<file path="src/rtl/rh_video_pkg.sv">
// Shared video-path types: note codes, screen geometry and the on-screen note slot record.
package rh_video_pkg;

    localparam int NOTE_CODE_W = 4;
    localparam int SCREEN_W    = 1024;
    localparam int SCREEN_H    = 768;
    localparam int X_W         = 11;
    localparam int Y_W         = 10;

    typedef logic [NOTE_CODE_W-1:0] note_t;

    typedef struct packed {
        logic           valid;
        note_t          note;
        logic [X_W-1:0] x;
        logic [Y_W-1:0] y;
    } slot_t;

    // Half-open span test lo <= p < lo+len, widened to 12 bits so the upper bound never wraps.
    function automatic logic in_span(input logic [11:0] p, input logic [11:0] lo,
                                     input logic [11:0] len);
        return (p >= lo) && (p < lo + len);
    endfunction

endpackage

</file>
<file path="src/rtl/note_y_table.sv">
// Note code to screen row lookup; codes n and n+8 share a lane, eight lanes 40 rows apart.
module note_y_table
    import rh_video_pkg::*;
(
    input  note_t          note_i,
    output logic [Y_W-1:0] y_o
);

    always_comb begin
        y_o = 10'd48;
        case (note_i[2:0])
            3'd0: y_o = 10'd48;
            3'd1: y_o = 10'd88;
            3'd2: y_o = 10'd128;
            3'd3: y_o = 10'd168;
            3'd4: y_o = 10'd208;
            3'd5: y_o = 10'd248;
            3'd6: y_o = 10'd288;
            3'd7: y_o = 10'd328;
            default: y_o = 10'd48;
        endcase
    end

endmodule

</file>
<file path="src/rtl/note_highway.sv">
// Scrolling note highway: spawns notes into slots, scrolls them once per frame,
// reports hit-line crossings and expiries, and renders a registered per-pixel note mask.
module note_highway #(
    parameter int SLOTS       = 8,
    parameter int SCREEN_W    = 1024,
    parameter int NOTE_W      = 32,
    parameter int NOTE_H      = 16,
    parameter int SCROLL_STEP = 2,
    parameter int HIT_X       = 64
) (
    input  logic        clk,
    input  logic        reset_n,
    input  logic        frame_tick,
    input  logic        spawn_valid,
    input  logic [3:0]  spawn_note,
    output logic        spawn_ready,
    input  logic [10:0] hcount,
    input  logic [9:0]  vcount,
    output logic        pixel_on,
    output logic [3:0]  pixel_note,
    output logic        hit_valid,
    output logic [3:0]  hit_note,
    output logic        expire_valid,
    output logic [3:0]  expire_note,
    output logic [4:0]  active_count,
    output logic        overrun
);
    import rh_video_pkg::*;

    localparam int IDX_W = (SLOTS > 1) ? $clog2(SLOTS) : 1;
    localparam logic [IDX_W-1:0] LAST_IDX = IDX_W'(SLOTS - 1);
    localparam logic [X_W-1:0]   SPAWN_X  = X_W'(SCREEN_W - NOTE_W);
    localparam logic [X_W-1:0]   STEP_X   = X_W'(SCROLL_STEP);
    localparam logic [X_W-1:0]   HIT_LINE = X_W'(HIT_X);

    typedef enum logic {ST_IDLE, ST_SCROLL} state_t;

    state_t           state_q;
    logic [IDX_W-1:0] idx_q;
    slot_t            slots_q [SLOTS];
    logic [4:0]       count_q;
    logic             overrun_q;
    logic             hit_q, exp_q;
    note_t            hit_note_q, exp_note_q;
    logic             pix_on_q, pix_on_d;
    note_t            pix_note_q, pix_note_d;

    logic             free_any;
    logic [IDX_W-1:0] free_idx;
    logic [Y_W-1:0]   spawn_y;
    slot_t            cur;
    logic [X_W-1:0]   new_x;

    note_y_table u_y_table (
        .note_i (spawn_note),
        .y_o    (spawn_y)
    );

    // Lowest-index free slot: scan downward so the lowest hit is written last.
    always_comb begin
        free_any = 1'b0;
        free_idx = '0;
        for (int k = SLOTS - 1; k >= 0; k--) begin
            if (!slots_q[k].valid) begin
                free_any = 1'b1;
                free_idx = IDX_W'(k);
            end
        end
    end

    assign spawn_ready = (state_q == ST_IDLE) && free_any && !frame_tick;
    assign cur         = slots_q[idx_q];
    assign new_x       = cur.x - STEP_X;

    always_ff @(posedge clk or negedge reset_n) begin
        if (!reset_n) begin
            state_q    <= ST_IDLE;
            idx_q      <= '0;
            count_q    <= '0;
            overrun_q  <= 1'b0;
            hit_q      <= 1'b0;
            hit_note_q <= '0;
            exp_q      <= 1'b0;
            exp_note_q <= '0;
            for (int k = 0; k < SLOTS; k++) slots_q[k] <= '0;
        end else begin
            hit_q      <= 1'b0;
            hit_note_q <= '0;
            exp_q      <= 1'b0;
            exp_note_q <= '0;
            case (state_q)
                ST_IDLE: begin
                    if (frame_tick) begin
                        state_q <= ST_SCROLL;
                        idx_q   <= '0;
                    end else if (spawn_valid && free_any) begin
                        slots_q[free_idx] <= '{valid: 1'b1, note: spawn_note,
                                               x: SPAWN_X, y: spawn_y};
                        count_q <= count_q + 5'd1;
                    end
                end
                ST_SCROLL: begin
                    if (frame_tick) overrun_q <= 1'b1;
                    if (cur.valid) begin
                        if (cur.x < STEP_X) begin
                            slots_q[idx_q].valid <= 1'b0;
                            exp_q      <= 1'b1;
                            exp_note_q <= cur.note;
                            count_q    <= count_q - 5'd1;
                        end else begin
                            slots_q[idx_q].x <= new_x;
                            if (cur.x >= HIT_LINE && new_x < HIT_LINE) begin
                                hit_q      <= 1'b1;
                                hit_note_q <= cur.note;
                            end
                        end
                    end
                    if (idx_q == LAST_IDX) state_q <= ST_IDLE;
                    else                   idx_q   <= idx_q + 1'b1;
                end
                default: state_q <= ST_IDLE;
            endcase
        end
    end

    always_comb begin
        pix_on_d   = 1'b0;
        pix_note_d = '0;
        for (int k = SLOTS - 1; k >= 0; k--) begin
            if (slots_q[k].valid &&
                in_span({1'b0, hcount}, {1'b0, slots_q[k].x}, 12'(NOTE_W)) &&
                in_span({2'b0, vcount}, {2'b0, slots_q[k].y}, 12'(NOTE_H))) begin
                pix_on_d   = 1'b1;
                pix_note_d = slots_q[k].note;
            end
        end
    end

    always_ff @(posedge clk or negedge reset_n) begin
        if (!reset_n) begin
            pix_on_q   <= 1'b0;
            pix_note_q <= '0;
        end else begin
            pix_on_q   <= pix_on_d;
            pix_note_q <= pix_note_d;
        end
    end

    assign pixel_on     = pix_on_q;
    assign pixel_note   = pix_note_q;
    assign hit_valid    = hit_q;
    assign hit_note     = hit_note_q;
    assign expire_valid = exp_q;
    assign expire_note  = exp_note_q;
    assign active_count = count_q;
    assign overrun      = overrun_q;

endmodule

</file>
<file path="config.mk">
export PLATFORM = sky130hd
export DESIGN_NAME = note_highway
export DESIGN_NICKNAME = d
export VERILOG_FILES = /design/src/rtl/rh_video_pkg.sv /design/src/rtl/note_y_table.sv /design/src/rtl/note_highway.sv
export SDC_FILE = /design/constraint.sdc
export NUM_CORES = 1
export LEC_CHECK = 0
export ABC_AREA = 1
export CAP_MARGIN = 15
export CELL_PAD_IN_SITES_DETAIL_PLACEMENT = 1
export CELL_PAD_IN_SITES_GLOBAL_PLACEMENT = 2
export CORE_AREA = 2 2 226 184
export CTS_BUF_LIST = sky130_fd_sc_hd__clkbuf_2 sky130_fd_sc_hd__clkbuf_4 sky130_fd_sc_hd__clkbuf_8
export CTS_CLUSTER_DIAMETER = 100
export DETAILED_ROUTE_END_ITERATION = 8
export DIE_AREA = 0 0 228 186
export PLACE_DENSITY_LB_ADDON = 0.1
export SLEW_MARGIN = 20
export SYNTH_ARGS = -nofsm -noshare
export SYNTH_HDL_FRONTEND = slang
export SYNTH_SLANG_ARGS = --single-unit
</file>
<file path="constraint.sdc">
create_clock -name clk -period 5.26 [get_ports clk]
set_clock_uncertainty 0.05 [all_clocks]
set_input_delay 1.052 -clock clk [delete_from_list [all_inputs] [get_ports clk]]
set_output_delay 1.052 -clock clk [all_outputs]
set_load 0.01 [all_outputs]
</file>
==> flow_summary.toml, run 1 <==
[die]
io_pins = 51
die_h_um = 186
num_rows = 66
chipWidth_um = 228
dieArea_um2 = 42400
core-area_um2 = 40100
start_util = 0.405

[worst_setup_path]
timing.rr.start = "idx_q[0]$_DFFE_PN0P_"
cp.required_ns = 5.69
worstSetupPathType = "register to register"
r2r_slack_ns = 1.22
cp_max_fo = 14
rr_worst_depth = 14
cp_data_arrival_time_ns = 4.48
r2r-end = "slots_q[114]$_DFFE_PN0P_"
cp-startpoint = "idx_q[0]$_DFFE_PN0P_"
worstSetupEndpointType = "register"
cp-start-kind = "register"

[detailed_routing]
drc_errors = 0
viasPerCell = 5.48
routed_wirelength_um = 58500
drt_iter0_drc = 948
ant_nets = 0
wl_per_cell_um = 20.7
vias = 15494
drt-pass1-iter-count = 5

[power_and_ir_drop]
peakVddDrop_mv = 0.261
p_per_area_nw_per_um2 = 548
p_leak_nw = 8.86

[global_routing]
first_global_vias = 16050
grt-ovfl-total = 0
antenna_found_initial = 0
grt_pass1_wl_um = 92100
grt_usage = 0.283
grt_max_degree = 99

[sta]
timing.final.crit_share = 0.769
fin_hold_ws_ns = 0.439
final.setup.tns_ns = 0
hold_violations = 0
slew_viol_final = 0
fin_ws_ns = 1.22
fin_crit_ns = 4.04
clock.fmax_mhz = 247
rsz0062_at_grt = "false"
relSlewSlack = 0.192
tightest_slew_ns = 1.20
setup_viol = 0

[cts]
hold_buffers = 0
cts.sinks = 193
clk_latency_ns = 0.54
post_cts_resized = 0
cts_buffer_depth = 2
cts_made_buffers = 17
cts_root_buf = "clkbuf_8"
postCtsSetupRepairBufs = 0
clkTransAtPathRegs_ns = 0.11
h-tree-depth = 4
cts_tree = "done"

[final_layout]
finalNetCount = 2557
layout_common_cells = "540 x nand2_1, 301 x inv_1, 257 x ha_1, 193 x dfrtp_1, 164 x nor2_1"
mostFrequentLayoutCell = "nand2_1"
area_delta_synth_final_pct = 9.76
nFillCells = 5120
final_cells = 2827
drive_gt1_frac = 0.0517

[run_status]
outcome = "finished clean"

[yosys]
avgSynthCellArea_um2 = 7.36
synth.net_count = 2496
ys_ff_latch = 193
ys_types = 51
synth_cells = 2209
netlist_area_um2 = 16300
yosys_warnings = 0
ys_seq_area_frac = 0.297

[placement]
dpl_worst_slack_ns = 0.877
port-buffer-count = 48
hpwl_um = 46700
globalplace.congestion = 0.891
dp_cells = 2795

[min_path]
min_from = "slots_q[14]$_DFFE_PN0P_"
holdPathEnd = "slots_q[14]$_DFFE_PN0P_"
hold_class = "register to register"
holdPathStages = 2

[job]
max_cap_violations = 0
synth_stat cells, drive strengths merged:
cell type	count	area (um2)
buf	32	181
a21o	8	60.1
o211ai	5	37.5
a21oi	140	701
o22ai	40	250
nor3	27	140
a22oi	5	42.5
nand3b	5	37.5
a21boi	2	15.0
a2111o	1	11.3
clkinv	1	3.75
fa	1	20.0
nand3	109	576
clkbuf	9	33.8
a221oi	3	26.3
a41o	1	10.0
xor2	43	384
and3	6	37.5
ha	257	3220
a31oi	1	6.26
and2	2	12.5
dfrtp	193	4830
o21ai	167	836
inv	318	1190
or4	1	7.51
o221ai	1	8.76
o31ai	3	22.5
o21bai	11	82.6
or2	2	12.5
nand4	41	269
xnor2	18	158
o2111ai	2	17.5
nor4	14	106
nand2	546	2060
nor2	175	709
o21a	8	60.1
a211oi	8	60.1
nor3b	3	22.5
where the power goes:
part / total, W / internal [W] / switching, W / leakage (nW)
combinational: 0.00622 / 0.00196 / 0.00426 / 6.23
clock: 0.00102 / 0.000391 / 0.000625 / 0.179
sequential: 0.00254 / 0.00199 / 0.000555 / 2.45
through the flow:
step | total power [W] | util | instance area, um2
global route | 0.0107 | 0.445 | 17800
detailed placement | 0.00869 | 0.436 | 17500
global placement | 0.00843 | 0.436 | 17500
finish | 0.00978 | 0.445 | 17800
floorplan | 0.00647 | - | 16300
CTS | 0.00975 | 0.445 | 17800
cell type report:
class | count | area, um2 | share of cell area
clock buffers | 19 | 255 | 0.0143
diodes | 1 | 2.50 | 0.000140
clock inverters | 12 | 113 | 0.00631
repair buffers | 83 | 747 | 0.0418
multi-input cells | 1656 | 10000 | 0.562
well taps | 544 | 681 | 0.0381
flip-flops and latches | 193 | 4830 | 0.271
inverters | 319 | 1200 | 0.0671
worst max-delay path, stage by stage (launching register included):
cell and delay [ns]:
dfrtp_1 0.54, inv_2 0.13, nand3_2 0.07, buf_4 0.26, inv_1 0.21, a22oi_1 0.35
nand4_2 0.20, inv_2 0.25, ha_1 0.27, inv_1 0.11, nor3_1 0.42, nand3_2 0.32
nand3_1 0.55, nand2_1 0.13, nand2_1 0.11
metal layers:
layer,GRT usage,wire (um)
met5,0,0
met4,0.0578,883
met3,0.0375,2490
met2,0.456,25600
met1,0.406,29500
cells by family (layout without fill, tap and decap cells):
kind of cell | after synthesis | count (layout) | share of synthesized area
other | 0 | 1 | 0
xor gates and xnor gates | 61 | 61 | 0.0333
adders and majority gates | 258 | 258 | 0.199
AOI/OAI and AO/OA | 406 | 406 | 0.138
and+or+nand+nor | 931 | 931 | 0.246
buffers and inverters | 360 | 433 | 0.0869
DFF | 193 | 193 | 0.297
flip-flops by register name, summed over array words and instances, names as in the netlist:
register,count
hit_valid,1
hit_note,4
overrun,1
state_q,1
idx_q,3
pixel_on,1
active_count,5
expire_note,4
expire_valid,1
pixel_note,4
slots_q,168
how the worst max path moves through the flow:
stage	end	slack, ns	depth (start not counted)
finish	slots_q[114]$_DFFE_PN0P_	1.22	14
global route	slots_q[121]$_DFFE_PN0P_	0.94	14
CTS	slots_q[119]$_DFFE_PN0P_	1.25	14
detailed placement	pixel_note[2]$_DFF_PN0_	0.88	14
global placement	pixel_note[1]$_DFF_PN0_	0.88	15
floorplan	pixel_note[3]$_DFF_PN0_	2.38	14
(Power assumes the default switching activity.)
==> run 2: changes to the inputs <==
--- a/config.mk
+++ b/config.mk
@@ -9,11 +9,11 @@
 export CAP_MARGIN = 15
 export CELL_PAD_IN_SITES_DETAIL_PLACEMENT = 1
 export CELL_PAD_IN_SITES_GLOBAL_PLACEMENT = 2
-export CORE_AREA = 2 2 226 184
+export CORE_AREA = 2 2 248 201
 export CTS_BUF_LIST = sky130_fd_sc_hd__clkbuf_2 sky130_fd_sc_hd__clkbuf_4 sky130_fd_sc_hd__clkbuf_8
 export CTS_CLUSTER_DIAMETER = 100
 export DETAILED_ROUTE_END_ITERATION = 8
-export DIE_AREA = 0 0 228 186
+export DIE_AREA = 0 0 250 203
 export PLACE_DENSITY_LB_ADDON = 0.1
 export SLEW_MARGIN = 20
 export SYNTH_ARGS = -nofsm -noshare
==> constraint.sdc (replaced) <==
create_clock -name clk -period 3.5 [get_ports clk]
set_clock_uncertainty 0.05 [all_clocks]
set_input_delay 0.7 -clock clk [delete_from_list [all_inputs] [get_ports clk]]
set_output_delay 0.7 -clock clk [all_outputs]
set_load 0.01 [all_outputs]
==> flow_summary.toml, run 2 (synthesis results as in run 1) <==
[final_layout]
largest_reg_flops = 168
regArea_um2 = 4830
area_delta_synth_final_pct = 17.3
nFillCells = 6048
multi_input_area_um2 = 10000
mostFrequentLayoutCell = "nand2_1"
layout_common_cells = "540 x nand2_1, 301 x inv_1, 257 x ha_1, 193 x dfrtp_1, 164 x nor2_1"
drive_gt1_frac = 0.0884
final_area_um2 = 19100
top_register = "slots_q"
finalNetCount = 2649

[min_path]
hold_class = "input port to async pin"

[cts]
cts.sinks = 193
postCtsSetupRepairBufs = 0
cts_buffer_depth = 2
cts_root_buf = "clkbuf_8"
cts_tree = "done"
hold_buffers = 0
clkTransAtPathRegs_ns = 0.11
h-tree-depth = 4
cts_made_buffers = 17
clk_latency_ns = 0.54

[placement]
port-buffer-count = 48
dpl_worst_slack_ns = -0.0169
globalplace.congestion = 0.901
placed_cell_area_um2 = 18700
hpwl_um = 52600

[detailed_routing]
drt_iter0_drc = 1104
vias = 15838
drc_errors = 0
viasPerCell = 5.27
ant_nets = 0
drt-pass1-iter-count = 5
routed_wirelength_um = 65600
wl_per_cell_um = 21.8

[sta]
fin_ws_ns = 0.157
setup_viol = 0
fin_hold_ws_ns = 0.0234
timing.final.crit_share = 0.955
slew_viol_final = 0
clock.fmax_mhz = 299
relSlewSlack = 0.512
final.setup.tns_ns = 0
fin_crit_ns = 3.34
hold_violations = 0
tightest_slew_ns = 0.724
rsz0062_at_grt = "false"

[worst_setup_path]
worstSetupEndpointType = "output pin"
crit_path_cell_trace = "nand4_1, inv_1, a211oi_1, clkdlybuf4s50_1"
worstSetupPathType = "register to output pin"
cp.required_ns = 2.75
cp-start-kind = "register"
critPathMaxStageDelay_ns = 0.69
critPathSlowestCell = "clkdlybuf4s50_1"
cp_max_fo = 8
cp_data_arrival_time_ns = 2.59

[die]
dieArea_um2 = 50800
io_pins = 51
start_util = 0.338
chipWidth_um = 250
num_rows = 72
core-area_um2 = 48100
die_h_um = 203

[global_routing]
grt_usage = 0.265
first_global_vias = 16407
antenna_found_initial = 2
grt_pass1_wl_um = 100000
grt_max_degree = 53
grt-ovfl-total = 0

[run_status]
outcome = "finished clean"

[power_and_ir_drop]
comb_power_share = 0.663
p_sw_frac = 0.542
clkPwrFrac = 0.100
internal-power_w = 0.00733
p_per_area_nw_per_um2 = 839
peakVddDrop_mv = 0.415
netSwitchingPower_w = 0.00866
finalPower_w = 0.0160
power_frac_seq = 0.237
p_leak_nw = 9.48

[job]
max_cap_violations = 0
## run 2: final cells by class
class | count | area share
multi-input cells | 1656 | 0.526
well taps | 629 | 0.0413
inverters | 319 | 0.0628
clock buffers | 17 | 0.0123
diodes | 1 | 0.000131
clock inverters | 15 | 0.00879
flip-flops and latches | 193 | 0.253
repair buffers | 175 | 0.0958
## run 2: metrics by stage
stage	std cells	util
floorplan	2209	-
global placement	2972	0.388
detailed placement	2972	0.388
CTS	3004	0.396
global route	3004	0.396
finish	3005	0.396
## run 2: per-layer routing
metal	global-route usage	vias to the layer above	share of wire
met3	0.0556	41	0.067
met5	0	-	0.00018
li1	-	7659	-
met4	0.0411	2	0.0097
met2	0.375	287	0.40
met1	0.412	7849	0.53
## run 2: worst paths after layout
check	from	to	slack (ns)	cells past startpoint
max in group asynchronous	reset_n	slots_q[83]$_DFFE_PN0P_	2.61	2
hold / removal	reset_n	slots_q[65]$_DFFE_PN0P_	0.02	1
min in group clk	overrun$_DFFE_PN0P_	overrun$_DFFE_PN0P_	0.44	1
setup reg to reg	idx_q[2]$_DFFE_PN0P_	slots_q[77]$_DFFE_PN0P_	0.28	15
setup / recovery	slots_q[155]$_DFFE_PN0P_	spawn_ready	0.16	4
hold reg to reg	overrun$_DFFE_PN0P_	overrun$_DFFE_PN0P_	0.44	1
## run 2: what timing repair did
action,4_1_cts,5_1_grt
gates resized for setup,0,1
endpoints found under the hold margin,0,0
endpoints found under the setup margin,0,10
## run 2: power groups by stage
| stage | logic (W) | registers (W) | clock network, W |
|---|---|---|---|
| finish | 0.0106 | 0.00379 | 0.00159 |
| global route | 0.0118 | 0.00390 | 0.00173 |
| CTS | 0.0105 | 0.00377 | 0.00164 |
| detailed placement | 0.0105 | 0.00381 | 0 |
| global placement | 0.0102 | 0.00379 | 0 |
| floorplan | 0.00612 | 0.00360 | 0 |
## run 2: critical path, delay by kind of cell, from the launching register on
kind	cells	cell delay [ns]
AOI/OAI and AO/OA	1	0.48
buffers and inverters	2	0.76
and+or+nand+nor	1	0.31
DFF	1	0.50
==> run 3: changes to the inputs <==
--- a/config.mk
+++ b/config.mk
@@ -6,6 +6,7 @@
 export NUM_CORES = 1
 export LEC_CHECK = 0
 export ABC_AREA = 1
+export ABC_CLOCK_PERIOD_IN_PS = 3500
 export CAP_MARGIN = 15
 export CELL_PAD_IN_SITES_DETAIL_PLACEMENT = 1
 export CELL_PAD_IN_SITES_GLOBAL_PLACEMENT = 2
==> results of run 3 <==
Same layout as run 2: the final DEF is identical, and so are final timing and power.
==> edit, RTL diff (flow settings as in run 2) <==
Make the reset (`reset_n`) synchronous in 2 clocked blocks.
--- a/src/rtl/note_highway.sv
+++ b/src/rtl/note_highway.sv
@@ -72,7 +72,7 @@
     assign cur         = slots_q[idx_q];
     assign new_x       = cur.x - STEP_X;
 
-    always_ff @(posedge clk or negedge reset_n) begin
+    always_ff @(posedge clk) begin
         if (!reset_n) begin
             state_q    <= ST_IDLE;
             idx_q      <= '0;
@@ -136,7 +136,7 @@
         end
     end
 
-    always_ff @(posedge clk or negedge reset_n) begin
+    always_ff @(posedge clk) begin
         if (!reset_n) begin
             pix_on_q   <= 1'b0;
             pix_note_q <= '0;
Formal check against the unedited RTL: differs if reset_n is asserted again (counterexample within 4 cycles, from zero or initial values and one cycle with reset_n low); with reset_n held inactive, the same outputs for 4 cycles.
==> edit against run 2 <==
- synthesized area is 0.19% higher
- critical endpoint unchanged
- final area is 2.9% lower
- worst hold slack better by 0.42 ns
- setup slack better by 0.10 ns
- count of clock-buffer cells in the layout is 1 higher
- sequential cell count is 3 higher
- wire length is 16% lower
Power is not compared: it rests on default switching activity, and its combinational part moved more than twofold at a synthesized area within 25%.
==> edit: results (changes against run 2) <==
| Metric | Value |
|---|---|
| Slew @ Worst Pin | 0.6608 ns (-0.06336 ns) |
| Worst path slowest cell | edfxtp_1 |
| Worst Hold Class | register to register |
| # diodes | 0 (-1) |
| Detailed placement HPWL | 43.69 mm (-17%) |
| Delay-heaviest family, CP | simple AND/OR/NAND/NOR gates |
| Largest stage delay, worst path | 0.54 ns (-0.15 ns) |
| Worst-path fanout max | 7 (-1) |
| Cell area after placement | 0.01811 sq mm (-3.0%) |
| Min Hold Slack | 0.4426 ns (+0.4193 ns) |
| Seq/Total Area, Yosys | 34.40% (+4.7 points) |
| Initial drt markers | 694 (-37%) |
| Nets@finish | 2457 (-7.2%) |
| Largest cells by area after synthesis | edfxtp_1 31%, ha_1 20%, nand2_1 7.9% |
| Via count | 14344 (-9.4%) |
| Post-synth net total | 2354 (-5.7%) |
| Reg2reg setup slack | 0.31 ns (+0.03 ns) |
| Reg-to-Reg End | slots_q[2][19]$_SDFFCE_PN0P_ |
| Layout fillers | 5906 (-2.3%) |
| Status | finished clean |
| First-pass GRT wire length | 85.55 mm (-15%) |
| Initial antenna violation count | 0 (-2) |
| RePlAce Congestion | 0.8483 (-5.8%) |
| Synth cell count leaders | 345 x nand2_1, 315 x nor2_1, 285 x inv_1 |
| WL per Instance | 19.69 um (-9.8%) |
==> edit: cell types whose count changed in the layout (fill, tap and decap cells not counted), sizes merged, moves of 28 or more <==
| cell | before | now |
|---|---|---|
| o21ai | 167 | 136 |
| edfxtp | 0 | 168 |
| nand2 | 546 | 350 |
| dfrtp | 193 | 0 |
| nor2 | 175 | 323 |
| buf | 128 | 81 |
| dfxtp | 0 | 28 |
| o22ai | 40 | 3 |
==> edit: cell type report <==
cell class | instances | area [sq um] | area share, %
inverters | 297 | 1120 | 6.050
multi-input cells | 1529 | 9331 | 50.41
well taps | 629 | 787.0 | 4.252
repair buffers | 129 | 1276 | 6.895
clock inverters | 14 | 141.4 | 0.7638
clock buffers | 18 | 247.7 | 1.338
flip-flops and latches | 196 | 5607 | 30.29
==> edit: logic make-up (layout without fill, tap and decap cells) <==
kind of cell / Yosys count / after routing / share of synthesized area, %
buffers and inverters: 342 / 458 / 8.324
and+or+nand+nor: 863 / 863 / 22.56
AOI/OAI and AO/OA: 348 / 348 / 11.63
DFF: 196 / 196 / 34.40
adders and majority gates: 258 / 258 / 19.86
xor gates and xnor gates: 60 / 60 / 3.225
==> edit: metal layers <==
layer | wire [um] | track usage (%) | share of wire, %
met5 | 0 | 0 | 0
met4 | 675 | 3.721 | 1.2
met3 | 1685 | 2.974 | 3.0
met2 | 23190 | 33.88 | 42
met1 | 29810 | 33.51 | 54
==> edit: repair_timing <==
| item | 4_1_cts | 5_1_grt |
|---|---|---|
| endpoints found under the setup margin | 0 | 1 |
| setup buffers | 0 | 2 |
| hold buffers | 0 | 0 |
==> edit: report_power, final <==
group | total, W | internal, W | switching (W) | leakage (nW)
clock | 0.00153 | 0.000601 | 0.000926 | 0.184
combinational | 0.00155 | 0.000564 | 0.000985 | 6.34
sequential | 0.00272 | 0.00263 | 0.0000925 | 1.96
total | 0.00580 | 0.00379 | 0.00200 | 8.49
==> edit: stage by stage <==
step | power (W) | setup slack [ns]
6_report | 0.005797 | 0.2617
2_1_floorplan | 0.003688 | 0.7824
3_5_place_dp | 0.004325 | -0.02363
4_1_cts | 0.005849 | 0.1793
5_1_grt | 0.006135 | 0.03809
3_3_place_gp | 0.004274 | 0.004941
==> edit: worst reg2reg max path, cell delays in order (launching register included) <==
cell and delay [ns]:
dfxtp_2 0.40, buf_12 0.30, a21oi_1 0.15, o21ai_0 0.08, nand2_1 0.11, o21ai_1 0.22, ha_1 0.25, inv_1 0.13
nor3_1 0.32, nand3_1 0.15, xor2_1 0.24, inv_1 0.07, nor2_1 0.09, buf_4 0.29, nor2_1 0.09
